<file path="src/rtl/rs_issue_arbiter.sv">
// Round-robin issue arbiter from the reservation station to ALUs, multiplier and memory unit.
// Grants are combinational; only the scan pointer and multiplier occupancy are stored.
module rs_issue_arbiter #(
   parameter int NUM_REQ   = 8,
   parameter int NUM_ALU   = 2,
   parameter int MULT_LAT  = 4,
   parameter int NUM_ISSUE = 3,
   localparam int IW = $clog2(NUM_REQ),
   localparam int CW = $clog2(MULT_LAT) + 1
) (
   input  logic                  clock,
   input  logic                  reset,
   input  logic [NUM_REQ-1:0]    req_valid,
   input  logic [2*NUM_REQ-1:0]  req_type,
   input  logic                  mem_ready,
   input  logic                  squash,
   output logic [NUM_REQ-1:0]    grant,
   output logic [NUM_ALU-1:0]    alu_go,
   output logic [NUM_ALU*IW-1:0] alu_idx,
   output logic                  mult_go,
   output logic [IW-1:0]         mult_idx,
   output logic                  mem_go,
   output logic [IW-1:0]         mem_idx,
   output logic                  mult_busy,
   output logic                  mult_done
);

   logic [IW-1:0] rr_ptr;
   logic [CW-1:0] mult_cnt;
   logic [IW-1:0] idx;
   logic [IW-1:0] last;
   logic [1:0]    typ;
   logic          any;
   logic          placed;
   logic          active;
   int            ngr;

   assign active = reset && !squash;

   always_comb begin
      grant    = '0;
      alu_go   = '0;
      alu_idx  = '0;
      mult_go  = 1'b0;
      mult_idx = '0;
      mem_go   = 1'b0;
      mem_idx  = '0;
      idx      = '0;
      typ      = '0;
      last     = '0;
      any      = 1'b0;
      placed   = 1'b0;
      ngr      = 0;
      for (int i = 0; i < NUM_REQ; i++) begin
         idx = rr_ptr + IW'(i);
         typ = req_type[{idx, 1'b0} +: 2];
         if (active && req_valid[idx] && ngr < NUM_ISSUE) begin
            unique case (typ)
               2'b00: begin
                  placed = 1'b0;
                  for (int k = 0; k < NUM_ALU; k++) begin
                     if (!placed && !alu_go[k]) begin
                        alu_go[k]             = 1'b1;
                        alu_idx[k*IW +: IW]   = idx;
                        placed                = 1'b1;
                     end
                  end
                  if (placed) begin
                     grant[idx] = 1'b1;
                     last       = idx;
                     any        = 1'b1;
                     ngr        = ngr + 1;
                  end
               end
               2'b01: begin
                  if (mult_cnt == '0 && !mult_go) begin
                     mult_go    = 1'b1;
                     mult_idx   = idx;
                     grant[idx] = 1'b1;
                     last       = idx;
                     any        = 1'b1;
                     ngr        = ngr + 1;
                  end
               end
               2'b10: begin
                  if (mem_ready && !mem_go) begin
                     mem_go     = 1'b1;
                     mem_idx    = idx;
                     grant[idx] = 1'b1;
                     last       = idx;
                     any        = 1'b1;
                     ngr        = ngr + 1;
                  end
               end
               default: ;
            endcase
         end
      end
   end

   assign mult_busy = reset && (mult_cnt != '0);
   assign mult_done = active && (mult_cnt == CW'(1));

   // Squash abandons any in-flight multiply and restarts the scan at entry 0.
   always_ff @(posedge clock or negedge reset) begin
      if (!reset) begin
         rr_ptr   <= '0;
         mult_cnt <= '0;
      end else if (squash) begin
         rr_ptr   <= '0;
         mult_cnt <= '0;
      end else begin
         if (any)
            rr_ptr <= last + 1'b1;
         if (mult_go)
            mult_cnt <= CW'(MULT_LAT - 1);
         else if (mult_cnt != '0)
            mult_cnt <= mult_cnt - 1'b1;
      end
   end

endmodule

</file>
<file path="config.mk">
export PLATFORM = sky130hd
export DESIGN_NAME = rs_issue_arbiter
export DESIGN_NICKNAME = d
export VERILOG_FILES = /design/src/rtl/rs_issue_arbiter.sv
export SDC_FILE = /design/constraint.sdc
export NUM_CORES = 1
export LEC_CHECK = 0
export CORE_MARGIN = 5
export CORE_UTILIZATION = 35
export CTS_CLUSTER_DIAMETER = 60
export DETAILED_ROUTE_END_ITERATION = 8
export HOLD_SLACK_MARGIN = 0.05
export PLACE_DENSITY = 0.53
export SYNTH_ARGS = -nofsm -noshare
export SYNTH_HDL_FRONTEND = slang
export SYNTH_SLANG_ARGS = --single-unit
</file>
<file path="constraint.sdc">
create_clock -name clock -period 42.3 [get_ports clock]
set_input_delay 8.46 -clock clock [delete_from_list [all_inputs] [get_ports clock]]
set_output_delay 8.46 -clock clock [all_outputs]
set_load 0.01 [all_outputs]
</file>
==> results.cfg <==
[clock_tree]
hold_buffers = 0
h-tree-depth = 1
cts_buffer_depth = 2
postCtsResizedCells = 0
insertion_delay_ps = 230
clock_sinks = 6
post_cts.repair.setup_buffers = 0
numCtsBuffers = 3
cts_tree = yes
root_buffer = clkbuf_16
clk_pin_slew_worst_paths_ps = 30

[floorplan]
core_area_sq_um = 16000
io_pins = 54
die_area_sq_um = 19000
num_rows = 46
initial_core_util_pct = 35.8
chipHeight_microns = 138
die_w_microns = 138

[synth]
synthMuxAreaShare_pct = 13.6
syn-num-nets = 876
synth_enable_flop_cells = 0
synth-seq-cells = 6
syn_area_sq_um = 5730
synth_xor_area_share_pct = 0.895
synth_top_family_by_area = compound AO/OA/AOI/OAI gates
synth-compound-area-share_pct = 33.0
syn_area_per_cell_sq_um = 7.15
synth_ff_type = dfrtp_1
synth_cell_types = 100
yosys_warnings = 0
async_reset_ff_share_pct = 100
synth_fa_ha_area_share_pct = 10.0
synth-seq-area-share_pct = 2.62
synthesis.instances = 802
synth_simple_gate_area_share_pct = 32.0

[worst_setup_path]
start_kind = primary input
crit_arrival_ps = 22920
cp_max_fo = 14
cp.required_ps = 33840
slowest_delay_ps = 920
cp_num_buf_inv = 6
slowest_stage = nor2b_1
cp_top_family = simple AND/OR/NAND/NOR gates
end_kind = output pin
cpMostUsedCell = ha_1
criticalPathCategory = primary input to output pin

[cells_and_area]
regArea_sq_um = 153
nFillCells = 1705
syn_to_final_growth_pct = 12.3
fin_util_pct = 40.2
drive_gt1_share_pct = 10.0
multiInputGateArea_sq_um = 5150
fin_nets = 895
antennaDiodeCount = 0

[run]
maxCapViolations = 1

[hold_path]
hold_class = register to register

[drt]
routed_wl_microns = 26000
vias = 6889
avgViaCountPerCell = 6.66
routed.top_layer = met5
route.met3.wl_microns = 1650
dr.pass1.iters = 5
ant_nets = 0
drcViolationCount = 0
met1_length_microns = 11600
wl_per_cell_microns = 25.1
drt-initial-drc-count = 789
wl_met2_microns = 11600

[sta]
tightest_slew_ps = 1530
finalHoldViolCount = 0
finalCritPeriodShare_pct = 74.2
setup_tns_ps = 0
report.final.slew_viol_count = 6
period_needed_ps = 31380
clock_skew_ps = 2.60
max_clock_freq_mhz = 31.9
setup_viol = 0
max_slew_margin_pct = -2.81
rsz0062_at_grt = false

[placement]
gp_congestion = 1.03
port_buffers = 53
detailedPlacementHpwl_microns = 20700

[pwr]
p_leak_nw = 2.44
power.total_uw = 484
powerDensity_nw_per_um2 = 75.1
ir_worst_vdd_mv = 0.0441

[grt]
track_usage_pct = 27.2
antenna_found_initial = 1
grt.overflow.total = 0
grt_pass1_wl_microns = 39700
grt_pass1_vias = 6484
grt_start_max_net_pins = 59

[status]
violations = max-capacitance violations, max-slew violations
status = finished with violations
-- power breakdown --
| part | switching [mW] | internal (mW) |
|---|---|---|
| logic | 0.293 | 0.162 |
| clock network | 0.00312 | 0.0121 |
| registers | 0.00456 | 0.00811 |
-- state kept, by name, indices dropped and copies added (netlist names) --
| signal | count |
|---|---|
| rr_ptr | 3 |
| mult_cnt | 3 |
-- cell usage after synthesis (4+ instances only) --
cell      number  share of area [%]
clkbuf_1      30                2.0
nor2_2         4               0.44
a22o_1        12                1.8
o211ai_1       8                1.0
a22oi_1        8                1.0
and3_1         7               0.76
o22ai_1       18                2.0
a31oi_1       20                2.2
dfrtp_1        6                2.6
nand4_1        9               0.98
ha_1          46                 10
o21ai_0       33                2.9
o21ai_1        8               0.70
or3b_1         6               0.92
nand4b_1       4               0.61
o31a_1         4               0.61
inv_1         41                2.7
nor3_1        16                1.4
o31ai_1        4               0.52
o32ai_1        7                1.1
a32oi_1       10                1.5
nand2b_1      14                1.5
or3_1          8               0.87
or4_1          6               0.79
nor2_1        61                4.0
buf_2          9               0.79
nand2_1       93                6.1
o21a_1         8                1.0
nor2b_1       14                1.5
mux4_2        25                9.8
buf_6          8                1.6
nor4_1         8               0.87
a21oi_1       40                3.5
nand3_1       41                3.6
a21o_1         6               0.79
and2_1        28                3.1
a211oi_1       5               0.65
mux2i_1       18                3.1
-- metrics by stage --
step / setup WS (ps) / instances / hold slack (ps) / cell area (sq um)
after CTS: 11360 / 1035 / 596 / 6440
after floorplan: 15320 / 802 / 545 / 5730
after global placement: 11890 / 1032 / 580 / 6360
after global routing: 9870 / 1035 / 651 / 6440
after detailed placement: 11400 / 1032 / 588 / 6360
final: 10920 / 1035 / 596 / 6440
-- layout make-up --
class                   count  area share [%]
inverters                  44            2.57
repair buffers             66            9.76
well taps                 216            4.20
clock buffers               3            1.17
multi-input cells         700            79.9
flip-flops and latches      6            2.37
-- tightest hold or removal path, cell delays in order (launching register included) --
cell and delay [ps]:
dfrtp_1 390, mux2i_1 90, nor2_1 70
-- logic make-up after synthesis --
logic type | after synthesis
buffers and inverters | 96
DFF | 6
AOI/OAI and AO/OA | 255
and+or+nand+nor | 347
xor gates and xnor gates | 5
adders and majority gates | 46
muxes | 46
other | 1
-- routing by layer --
layer	GRT usage [%]	vias up
met5	0	-
met4	9.22	2
met3	2.29	53
met2	43.0	360
met1	39.0	3332
li1	-	3142
-- layout by cell type, fill, tap and decap left out, types with 5 or more instances in the layout --
cell type        count
nand2_1             93
nor2_1              61
clkdlybuf4s50_1     53
ha_1                46
nand3_1             41
inv_1               41
a21oi_1             40
o21ai_0             33
and2_1              28
mux4_2              25
a31oi_1             20
mux2i_1             18
o22ai_1             18
nor3_1              16
nor2b_1             14
nand2b_1            14
buf_4               13
a22o_1              12
a32oi_1             10
nand4_1              9
o21ai_1              8
a22oi_1              8
nor4_1               8
or3_1                8
o211ai_1             8
o21a_1               8
o32ai_1              7
and3_1               7
or3b_1               6
a21o_1               6
or4_1                6
a211oi_1             5
-- final timing paths --
path | start | end | slack, ps | cells past startpoint
setup reg to reg | rr_ptr[1] | rr_ptr[2] | 27810 | 52
min in group asynchronous | reset | rr_ptr[2] | 8540 | 2
hold reg to reg | mult_cnt[2] | mult_cnt[2] | 600 | 2
max in group asynchronous | reset | rr_ptr[0] | 33570 | 2
hold / removal | mult_cnt[2] | mult_cnt[2] | 600 | 2
setup / recovery | squash | mult_idx[2] | 10920 | 52
(Power assumes the default switching activity.)
